### src/rtl/snes_ctrlr_if_pkg.sv
// Shared constants for the SNES pad front end: data width, button bit positions, scan FSM states.
package snes_ctrlr_if_pkg;
   localparam int DATAWIDTH = 16;
   localparam int NUM_PADS  = 4;

   localparam int CTRLR_B      = 0;
   localparam int CTRLR_Y      = 1;
   localparam int CTRLR_SELECT = 2;
   localparam int CTRLR_START  = 3;
   localparam int CTRLR_UP     = 4;
   localparam int CTRLR_DOWN   = 5;
   localparam int CTRLR_LEFT   = 6;
   localparam int CTRLR_RIGHT  = 7;
   localparam int CTRLR_A      = 8;
   localparam int CTRLR_X      = 9;
   localparam int CTRLR_L      = 10;
   localparam int CTRLR_R      = 11;

   typedef enum logic [2:0] {
      IDLE   = 3'd0,
      LATCH  = 3'd1,
      LOW    = 3'd2,
      HIGH   = 3'd3,
      COMMIT = 3'd4
   } ctrlr_state_t;
endpackage

### src/rtl/ctrlr_timebase.sv
// CLK_DIV divider: o_tick marks the last cycle of each CLK_DIV-long phase.
// i_clr restarts the count so every FSM state begins on a fresh phase.
module ctrlr_timebase #(
   parameter int CLK_DIV = 300
) (
   input  logic i_clk,
   input  logic i_rst,
   input  logic i_clr,
   output logic o_tick
);
   localparam int CW = (CLK_DIV > 2) ? $clog2(CLK_DIV) : 1;
   localparam logic [CW-1:0] LAST = CW'(CLK_DIV - 1);

   logic [CW-1:0] r_cnt;

   always_ff @(posedge i_clk) begin
      if (i_rst || i_clr)     r_cnt <= '0;
      else if (r_cnt == LAST) r_cnt <= '0;
      else                    r_cnt <= r_cnt + CW'(1);
   end

   assign o_tick = (r_cnt == LAST);
endmodule

### src/rtl/snes_ctrlr_if.sv
// Four-pad SNES serial scanner; holds the last complete sample per pad for CPU reads.
// Optional SNES_CTRLR_STICKY_EN: commits OR into the output words, a read reloads the last sample.
module snes_ctrlr_if
   import snes_ctrlr_if_pkg::*;
#(
   parameter int CLK_DIV     = 300,
   parameter int POLL_PERIOD = 833333
) (
   input  logic                 clk,
   input  logic                 rst,
   input  logic                 ctrlr_re,
   input  logic [1:0]           addr_ctrlr,
   output logic [DATAWIDTH-1:0] dout,
   output logic                 pad_latch,
   output logic                 pad_clk,
   input  logic [NUM_PADS-1:0]  pad_data
);
   localparam int PW = $clog2(POLL_PERIOD);

   ctrlr_state_t                          r_state;
   logic [PW-1:0]                         r_poll;
   logic [3:0]                            r_bit;
   logic                                  r_half;
   logic                                  r_latch;
   logic                                  r_pclk;
   logic [NUM_PADS-1:0][DATAWIDTH-1:0]    r_shift;
   logic [NUM_PADS-1:0][DATAWIDTH-1:0]    r_out;
   logic                                  w_poll_wrap;
   logic                                  w_tick;
   logic                                  w_chg;

   assign w_poll_wrap = (r_poll == PW'(POLL_PERIOD - 1));

   // Any state change restarts the phase divider.
   always_comb begin
      w_chg = 1'b0;
      case (r_state)
         IDLE:     w_chg = w_poll_wrap;
         LATCH:    w_chg = w_tick && r_half;
         LOW,
         HIGH:     w_chg = w_tick;
         default:  w_chg = 1'b1;
      endcase
   end

   ctrlr_timebase #(.CLK_DIV(CLK_DIV)) u_tb (
      .i_clk  (clk),
      .i_rst  (rst),
      .i_clr  (w_chg),
      .o_tick (w_tick)
   );

   // Poll counter free-runs through the scan so the poll period stays exact.
   always_ff @(posedge clk) begin
      if (rst || w_poll_wrap) r_poll <= '0;
      else                    r_poll <= r_poll + PW'(1);
   end

   always_ff @(posedge clk) begin
      if (rst) begin
         r_state <= IDLE;
         r_bit   <= '0;
         r_half  <= 1'b0;
         r_latch <= 1'b0;
         r_pclk  <= 1'b1;
         r_shift <= '0;
      end else begin
         case (r_state)
            IDLE: if (w_poll_wrap) begin
               r_state <= LATCH;
               r_latch <= 1'b1;
               r_half  <= 1'b0;
            end
            LATCH: if (w_tick) begin
               if (r_half) begin
                  r_state <= LOW;
                  r_latch <= 1'b0;
                  r_pclk  <= 1'b0;
                  r_bit   <= '0;
               end else begin
                  r_half <= 1'b1;
               end
            end
            LOW: if (w_tick) begin
               for (int p = 0; p < NUM_PADS; p++)
                  r_shift[p][r_bit] <= ~pad_data[p];
               r_state <= HIGH;
               r_pclk  <= 1'b1;
            end
            HIGH: if (w_tick) begin
               if (r_bit == 4'd15) begin
                  r_state <= COMMIT;
               end else begin
                  r_bit   <= r_bit + 4'd1;
                  r_state <= LOW;
                  r_pclk  <= 1'b0;
               end
            end
            default: r_state <= IDLE;
         endcase
      end
   end

`ifdef SNES_CTRLR_STICKY_EN
   logic [NUM_PADS-1:0][DATAWIDTH-1:0] r_last;

   // A read in the commit cycle takes the fresh sample alone, so nothing is lost or repeated.
   always_ff @(posedge clk) begin
      if (rst) begin
         r_out  <= '0;
         r_last <= '0;
      end else begin
         for (int p = 0; p < NUM_PADS; p++) begin
            if (r_state == COMMIT) begin
               r_last[p] <= r_shift[p];
               if (ctrlr_re && (addr_ctrlr == 2'(p))) r_out[p] <= r_shift[p];
               else                                   r_out[p] <= r_out[p] | r_shift[p];
            end else if (ctrlr_re && (addr_ctrlr == 2'(p))) begin
               r_out[p] <= r_last[p];
            end
         end
      end
   end
`else
   logic w_unused_re;
   assign w_unused_re = ctrlr_re;

   always_ff @(posedge clk) begin
      if (rst)                    r_out <= '0;
      else if (r_state == COMMIT) r_out <= r_shift;
   end
`endif

   assign dout      = r_out[addr_ctrlr];
   assign pad_latch = r_latch;
   assign pad_clk   = r_pclk;
endmodule

### config.mk
export PLATFORM = sky130hd
export DESIGN_NAME = snes_ctrlr_if
export DESIGN_NICKNAME = d
export VERILOG_FILES = /design/src/rtl/snes_ctrlr_if_pkg.sv /design/src/rtl/ctrlr_timebase.sv /design/src/rtl/snes_ctrlr_if.sv
export SDC_FILE = /design/constraint.sdc
export NUM_CORES = 1
export LEC_CHECK = 0
export ABC_AREA = 0
export CORE_ASPECT_RATIO = 0.7
export CORE_MARGIN = 5
export CORE_UTILIZATION = 30
export CTS_BUF_LIST = sky130_fd_sc_hd__clkbuf_2
export DETAILED_ROUTE_END_ITERATION = 7
export PLACE_DENSITY = 0.51
export SYNTH_ARGS = -nofsm -noshare
export SYNTH_HDL_FRONTEND = slang
export SYNTH_SLANG_ARGS = --single-unit
### constraint.sdc
create_clock -name clk -period 2.08 [get_ports clk]
set_input_delay 0.312 -clock clk [delete_from_list [all_inputs] [get_ports clk]]
set_output_delay 0.312 -clock clk [all_outputs]
set_load 0.05 [all_outputs]
# After elaboration in Yosys (flattened, before gate mapping)
# Cells that the tools add are included.
# W data, S select, Z words.
dict set report totals {
  out_inout_bits 18
  mem_count 0
  word_cells 85
  mem_bits_ro 0
  latch_bits 0
  reg_bits 167
  ram_bits 0
}
dict set report classes {
  magnitude_cmp 3
  eq_ne 13
  reduce_logical 16
  mux 31
  n_bitwise 4
  multipliers 0
  add_sub_neg 3
  n_shift 0
  div 0
}
# op n
set ops {}
lappend ops {{$bwmux W16} 4}
lappend ops {{$bmux W16 S2} 1}
lappend ops {{$add A20 B1 Y20 const B} 1}
lappend ops {{$eq A20 B20 Y1 const B} 1}
lappend ops {{$mux W3} 6}
lappend ops {{$mux W16} 1}
lappend ops {{$mux W4} 4}
lappend ops {{$ne A2 B2 Y1 const B} 6}
lappend ops {{$pmux W3 S4} 1}
lappend ops {{$reduce_and A5 Y1} 2}
lappend ops {{$add A9 B1 Y9 const B} 1}
lappend ops {{$eq A9 B9 Y1 const B} 1}
lappend ops {{$mux W1} 8}
lappend ops {{$pmux W4 S2} 1}
lappend ops {{$eq A3 B2 Y1 const B} 2}
lappend ops {{$pmux W1 S3} 2}
lappend ops {{$reduce_and A6 Y1} 1}
lappend ops {{$lt A4 B5 Y1 const B} 1}
lappend ops {{$add A4 B1 Y4 const B} 1}
lappend ops {{$demux W1 S4} 1}
lappend ops {{$eq A4 B4 Y1 const B} 1}
lappend ops {{$ge A4 B1 Y1 const B} 1}
lappend ops {{$not A1 Y1} 4}
lappend ops {{$pmux W1 S2} 2}
lappend ops {{12 further kinds} 16}

# Logic depth before layout (Yosys ltp)
# Gate-level depths: netlist of run 1.
dict set report depth {
  word_depth 5
  ltp_mapped 7
  depth_no_buf 6
}

# By module
# A second synthesis of run 1 with hierarchy kept.
dict set report hier_totals {
  hier_cells 743
  area_unflattened_um2 6588.8
}
# mod n_inst cells_each seq_area_each_um2 area_each_um2
set by_module_without_submodules {}
lappend by_module_without_submodules {snes_ctrlr_if 1 700 3163.0 6193.4}
lappend by_module_without_submodules {ctrlr_timebase 1 43 180.2 395.4}

# Least setup slack after synthesis of run 1
# Ideal clock, no wire load.
dict set report synth_path {
  path_type {input to output}
  from {in addr_ctrlr[0]}
  to {out dout[10]}
  slack_ns -0.198
  t_arrival_ns 1.966
  cell_stages 3
  path_buffers 2
  t_required_ns 1.768
  cell_sequence {clkbuf_1 > buf_1 > mux4_2}
}
dict set report synth_via {
  elab_chain_len 2
}
# element line
set synth_rtl {}
lappend synth_rtl {{start: declaration} snes_ctrlr_if.sv:12} ;# input logic [1:0] addr_ctrlr,
lappend synth_rtl {{$bmux W16 S2} snes_ctrlr_if.sv:134} ;# assign dout = r_out[addr_ctrlr];
lappend synth_rtl {{$mux W16 (implied by the code)} snes_ctrlr_if.sv:134}
lappend synth_rtl {{end: declaration} snes_ctrlr_if.sv:13} ;# output logic [DATAWIDTH-1:0] dout,
# Every way passes these cells. The select of a mux whose other input is x is not followed.

# Worst setup path after layout of run 1
dict set report layout_path {
  from {reg r_out[52] in the netlist's numbering}
  to {out dout[4]}
}
dict set report layout_via {
  elab_chain_len 2
}
# element line
set layout_rtl {}
lappend layout_rtl {{start: declaration} snes_ctrlr_if.sv:27} ;# logic [NUM_PADS-1:0][DATAWIDTH-1:0] r_out;
lappend layout_rtl {{start signal: assignment} snes_ctrlr_if.sv:130} ;# else if (r_state == COMMIT) r_out <= r_shift;
lappend layout_rtl {{$bmux W16 S2} snes_ctrlr_if.sv:134}
lappend layout_rtl {{$mux W16 (implied by the code)} snes_ctrlr_if.sv:134}
# Every way passes these cells. The select of a mux whose other input is x is not followed.

==> impl_metrics.yaml, run 1 <==
hold_path:
  hold_path_startpoint: "rst"
  hold_depth: 3
  hold_path.class: "in2reg"
  whs_endpoint: "r_state[1]$_SDFFE_PP0P_"
clock_network:
  cts_inserted_buffers: 17
  cts_sinks: 167
  cts_tree: "built"
  clk_pin_slew_worst_paths_ps: 250
  htree_levels: 4
  worstSkewPairLatency_ps: 770
  clock_path_buffers: 2
  root_buffer: "clkbuf_2"
layout:
  nFillCells: 2324
  syn2layout_area_growth_pct: 19.9
  nNetsFinal: 826
  drive_gt1_frac: 0.228
  final_design_area_no_fill_um2: 8200
power_and_ir_drop:
  p_leak_nw: 2.73
  finalPower_mw: 5.00
  pwr_density_cell_nw_per_um2: 610
  ir_drop_mv: 0.281
timing:
  period_share: 1.02
  slew_headroom: 0.588
  setup_tns_ps: -152
  fin_ws_ps: -44.5
  hold_viol_final: 0
  clock.fmax_ghz: 0.471
  setup_violations: 6
  hold_ws_ps: 310
  worst_pin_slew_ps: 617
  drv_slew: 0
  min_period_ps: 2120
  fin_skew_ps: 39.8
  rsz0062_at_grt: "yes"
yosys:
  synth-async-reset-ratio: 0
  synth-main-ff-cell: "dfxtp_1"
  yosys_warnings: 0
  syn-cell-area_um2: 6840
  syn_nets: 782
  synth-edff-count: 0
  seq_area_frac_synth: 0.489
  ys_ff_latch: 167
  avgSynthCellArea_um2: 8.93
  synth.distinct_cells: 45
  synth_cells: 766
placed_design:
  post-dp-hpwl_um: 10500
  placed_area_um2: 7620
  place.gp.congestion: 0.771
  post-place-ws_ps: -52.4
  io_buffer_count: 25
outcome:
  violations: "setup timing"
  outcome: "finished with violations"
critical_path:
  rr_worst_depth: 4
  reg2reg_slack_ps: 60
  cp_slowest_cell: "mux4_2"
  cp_cell_sequence: "mux4_2 -> buf_6"
  crit_path_max_incr_delay_ps: 520
  start_kind: "flop"
  critPathLaunch: "r_out[52]$_SDFFE_PP0N_"
  worstPathRequired_ps: 1770
  crit_type: "reg2out"
  reg2reg_to: "r_bit[0]$_SDFFE_PP0P_"
  cp_max_fo: 2
  reg2reg_from: "u_tb.r_cnt[2]$_SDFF_PP0_"
  critPathArrivalTime_ps: 1810
  endpoint_kind: "output port"
global_route:
  grt_start_max_net_pins: 133
  antenna_found_initial: 1
  grt_pass1_wl_um: 27900
  grtUsageTotal: 0.134
  grt_pass1_vias: 5100
  overflow: 0
route:
  postRouteAntennaNets: 0
  vias: 5507
  avgRoutedWirePerCell_um: 15.3
  dr_wl_met2_um: 7040
  drtPass1Iterations: 5
  wl_met1_um: 9440
  first_iter_violations: 453
  viasPerCell: 4.85
  dr_wl_met3_um: 648
  post-route-drc-count: 0
  finalWirelength_um: 17400
  routed.top_layer: "met4"
floorplan:
  core_um2: 22600
  start_util: 0.303
  dieWidth_um: 190
  die-area_um2: 26000
  die_h_um: 136
  ioPinCount: 27
  num_rows: 46
job:
  maxCapViolCount: 0
[state kept, by name (all words and copies together) (netlist names)]
signal / count
pad_latch: 1
r_shift: 64
r_bit: 4
r_poll: 20
r_out: 64
r_half: 1
r_state: 3
u_tb.r_cnt: 9
pad_clk: 1
[cell usage after synthesis, types with 2 or more instances]
| library cell | n | area share |
|---|---|---|
| buf_2 | 7 | 0.0051 |
| ha_1 | 7 | 0.013 |
| nor4_1 | 7 | 0.0064 |
| and4_1 | 3 | 0.0038 |
| nand3b_1 | 2 | 0.0022 |
| dfxtp_1 | 167 | 0.49 |
| buf_1 | 7 | 0.0038 |
| nand4_1 | 10 | 0.0091 |
| or4b_2 | 3 | 0.0044 |
| clkbuf_8 | 2 | 0.0040 |
| or3_1 | 6 | 0.0055 |
| inv_1 | 8 | 0.0044 |
| or4b_1 | 2 | 0.0029 |
| nand2_1 | 144 | 0.079 |
| xor2_1 | 15 | 0.019 |
| o21bai_1 | 2 | 0.0022 |
| o21ai_0 | 7 | 0.0051 |
| nand2b_1 | 3 | 0.0027 |
| xnor2_1 | 3 | 0.0038 |
| a21oi_1 | 143 | 0.10 |
| mux4_2 | 16 | 0.053 |
| and3_1 | 3 | 0.0027 |
| a211oi_1 | 67 | 0.074 |
| or4_1 | 8 | 0.0088 |
| nor2_1 | 19 | 0.010 |
| o31ai_1 | 4 | 0.0044 |
| clkbuf_1 | 47 | 0.026 |
| nor3_1 | 10 | 0.0073 |
| and2_1 | 19 | 0.017 |
| nand3_1 | 10 | 0.0073 |
[how the worst max path moves through the flow]
stage / end / slack, ps
global placement: dout[7] / -50
global route: dout[4] / -190
floorplan: r_bit[0]$_SDFFE_PP0P_ / 30
finish: dout[4] / -40
CTS: dout[4] / -140
detailed placement: dout[4] / -50
[worst max-delay path: cells and delay by family (launching register included)]
family | cells | cell delay [ps]
flops | 1 | 370
buf+inv | 1 | 180
mux | 1 | 520
[timing repair]
item | CTS | global route
endpoints found under the setup margin | 66 | 85
gates resized for setup | 45 | 48
hold endpoints to repair | 6 | 0
cloned | 1 | 6
pin swaps | 6 | 15
hold buffers | 1 | 0
setup buffers | 0 | 11
[where the power goes]
group	internal [mW]	switching, mW	leakage [nW]
clock	0.416	1.16	0.114
combinational	0.0684	0.128	1.26
sequential	3.22	0.00861	1.36
total	3.70	1.30	2.73
[layer usage]
layer	vias up	GRT usage
met2	81	0.182
met1	2599	0.208
met3	13	0.0344
li1	2814	-
met4	0	0.0363
met5	-	0
[logic make-up (layout without fill, tap and decap cells)]
logic type               count (synthesis)  after routing  share of synthesized area
AO/OA/AOI/OAI                          225            225                      0.192
adder cells (fa/ha/maj)                  7              7                     0.0128
AND/OR/NAND/NOR                        259            259                      0.183
other                                    0              1                          0
multiplexers                            16             16                     0.0527
flip-flops                             167            167                      0.489
buffers and inverters                   74            131                     0.0470
XOR/XNOR                                18             18                     0.0230
[final cells by class]
type	count	area, um^2	share of cell area
well taps	312	390	0.0476
clock inverters	14	111	0.0136
flip-flops and latches	167	3370	0.411
diodes	1	2.50	0.000305
clock buffers	18	90.1	0.0110
multi-input cells	525	3320	0.405
repair buffers	91	883	0.108
inverters	8	30.0	0.00366
[metrics by stage]
step,util,cells
6_report,0.364,1136
4_1_cts,0.353,1119
5_1_grt,0.364,1136
2_1_floorplan,-,766
3_3_place_gp,0.338,1085
3_5_place_dp,0.338,1085
[cells in the final DEF, fill, tap and decap left out, drive strengths merged, types with 2 or more instances in the layout]
cell	count
and3	4
a211oi	67
clkdlybuf4s50	6
nand4b	2
nand2	144
ha	7
nand3	10
or3	6
inv	8
nor2	19
clkbuf	18
xor2	15
nand2b	3
and4	4
nand3b	2
buf	82
or4	8
and2	20
clkinv	8
a21oi	143
xnor2	3
o21bai	2
clkdlybuf4s15	2
clkinvlp	5
dfxtp	167
nand4	10
nor4	7
nor3	11
or4b	5
o21ai	7
mux4	16
o31ai	4
Note: power is estimated with default switching activity, not from simulation.
==> inputs of run 2 (changes only) <==
--- a/config.mk
+++ b/config.mk
@@ -5,13 +5,12 @@
 export SDC_FILE = /design/constraint.sdc
 export NUM_CORES = 1
 export LEC_CHECK = 0
-export ABC_AREA = 0
 export CORE_ASPECT_RATIO = 0.7
 export CORE_MARGIN = 5
 export CORE_UTILIZATION = 30
 export CTS_BUF_LIST = sky130_fd_sc_hd__clkbuf_2
 export DETAILED_ROUTE_END_ITERATION = 7
-export PLACE_DENSITY = 0.51
+export PLACE_DENSITY = 0.49
 export SYNTH_ARGS = -nofsm -noshare
 export SYNTH_HDL_FRONTEND = slang
 export SYNTH_SLANG_ARGS = --single-unit
==> constraint.sdc (replaced) <==
create_clock -name clk -period 2 [get_ports clk]
set_input_delay 0.3 -clock clk [delete_from_list [all_inputs] [get_ports clk]]
set_output_delay 0.3 -clock clk [all_outputs]
set_load 0.05 [all_outputs]
==> run 2 against run 1 <==
Net effect:
- the run still ends with setup timing left
- largest power group unchanged
- die area unchanged
- non-clock buffer count increased by 11
- register-to-register slack got worse by 180 ps
- cell count increased by 0.79%
- critical path depth increased by 6
- sequential share of layout area decreased by 2.3 points
- sequential cell count unchanged
- clock-buffer cell count increased by 2
- critical endpoint is now r_shift[50]$_SDFFE_PP0P_
- global-route usage increased by 0.18 points
- sequential power increased by 4%
==> impl_metrics.yaml, run 2 (synthesized netlist as in run 1, its figures left out) <==
outcome:
  outcome: "finished with violations"
  violations: "setup timing"
floorplan:
  num_rows: 46
  die_h_um: 136
  start_util: 0.303
  dieWidth_um: 190
  die-area_um2: 26000
  ioPinCount: 27
  core_um2: 22600
critical_path:
  reg2reg_from: "u_tb.r_cnt[7]$_SDFF_PP0_"
  reg2reg_to: "r_shift[50]$_SDFFE_PP0P_"
  start_kind: "flop"
  rr_worst_depth: 8
  crit_type: "reg2reg"
  cp_max_fo: 6
  critPathArrivalTime_ps: 2790
  endpoint_kind: "flop"
  reg2reg_slack_ps: -120
  worstPathRequired_ps: 2670
placed_design:
  io_buffer_count: 25
  post-dp-hpwl_um: 10200
  place.gp.congestion: 0.763
  post-place-ws_ps: -118
  place_inst: 1097
clock_network:
  cts_inserted_buffers: 17
  cts_tree: "built"
  root_buffer: "clkbuf_2"
  worstSkewPairLatency_ps: 740
  clock_path_buffers: 2
  clk_pin_slew_worst_paths_ps: 250
  cts_sinks: 167
  htree_levels: 4
power_and_ir_drop:
  ir_drop_mv: 0.282
  p_leak_nw: 2.93
  p_switching_mw: 1.32
  p_int_mw: 3.98
  clkPwrFrac: 0.325
  p_comb_frac: 0.043
  finalPower_mw: 5.30
  p_seq_frac: 0.632
  pwr_density_cell_nw_per_um2: 612
  p_sw_frac: 0.249
global_route:
  overflow: 0
  grt_start_max_net_pins: 135
  antenna_found_initial: 0
  grt_pass1_wl_um: 28200
  grt_pass1_vias: 5145
  grtUsageTotal: 0.136
route:
  viasPerCell: 4.90
  first_iter_violations: 366
  drtPass1Iterations: 5
  postRouteAntennaNets: 0
  finalWirelength_um: 17600
  post-route-drc-count: 0
  avgRoutedWirePerCell_um: 15.4
  vias: 5608
timing:
  rsz0062_at_grt: "yes"
  min_period_ps: 2120
  drv_slew: 0
  hold_ws_ps: 329
  period_share: 1.06
  clock.fmax_ghz: 0.471
  worst_pin_slew_ps: 1030
  hold_viol_final: 0
  slew_headroom: 0.316
  fin_skew_ps: 36.1
  fin_ws_ps: -124
  setup_violations: 52
layout:
  insertedDiodeCount: 0
  layout_commonest_cell: "dfxtp_1"
  final-instance-count-excl-fill: 1145
  nNetsFinal: 837
  most-common-layout-cells: "dfxtp_1 (151), nand2_1 (143), a21oi_1 (120)"
  top_regs: "r_out x64, r_shift x64, r_poll x20"
  nFillCells: 2311
  post-route-util: 0.384
  drive_gt1_frac: 0.309
  syn2layout_area_growth_pct: 26.8
job:
  maxCapViolCount: 0
hold_path:
  whs_endpoint: "r_state[0]$_SDFFE_PP0P_"
  hold_path_startpoint: "rst"
  hold_depth: 3
  hold_path.class: "in2reg"
## run 2: layout make-up
cell class	count	area [um^2]	area share
multi-input cells	525	3620	0.417
flip-flops and latches	167	3360	0.388
repair buffers	102	1060	0.122
well taps	312	390	0.0450
clock inverters	11	109	0.0126
clock buffers	20	100	0.0115
inverters	8	30.0	0.00346
## run 2: what timing repair did
item | 4_1_cts | 5_1_grt
pin swaps | 32 | 59
cloned | 5 | 3
gates resized for setup | 79 | 94
endpoints found under the setup margin | 85 | 99
setup buffers | 4 | 6
hold endpoints to repair | 13 | 0
hold buffers | 1 | 0
## run 2: worst max-delay path by stage
stage / from / endpoint / slack (ps) / cells after the start
after floorplan: u_tb.r_cnt[2]$_SDFF_PP0_ / r_bit[1]$_SDFFE_PP0P_ / 6 / 5
after global placement: addr_ctrlr[0] / dout[11] / -100 / 4
after detailed placement: u_tb.r_cnt[7]$_SDFF_PP0_ / r_shift[50]$_SDFFE_PP0P_ / -120 / 7
after CTS: r_out[4]$_SDFFE_PP0N_ / dout[4] / -190 / 2
after global routing: r_out[4]$_SDFFE_PP0N_ / dout[4] / -220 / 2
final: u_tb.r_cnt[7]$_SDFF_PP0_ / r_shift[50]$_SDFFE_PP0P_ / -120 / 8
## run 2: power by group through the flow
stage	registers [mW]	clock network, mW	logic, mW
final	3.35	1.72	0.229
after global routing	3.36	1.95	0.247
after CTS	3.35	1.82	0.216
after detailed placement	3.42	0	0.212
after global placement	3.42	0	0.214
after floorplan	3.42	0	0.119
## run 2: stage by stage
stage / setup TNS, ps / cell area (um^2)
final: -2960 / 8670
after global placement: -2950 / 7700
after global routing: -9040 / 8670
after floorplan: 0 / 6860
after detailed placement: -4380 / 7700
after CTS: -2530 / 8230
## run 2: metal layers
layer,wire [um],share of wire,track usage,vias up
met1,9810,0.56,0.214,2693
met2,7080,0.40,0.183,78
met3,659,0.037,0.0344,8
met5,0,0,0,-
met4,92,0.0052,0.0323,0
li1,-,-,-,2829
## run 2: worst max-delay path, cell delays in order, from the launching register on
cell and delay [ps]:
dfxtp_2 370, or4b_4 560, buf_6 160, buf_6 110
nor4b_4 330, buf_6 190, buf_6 130, a21oi_2 50
a211oi_2 170
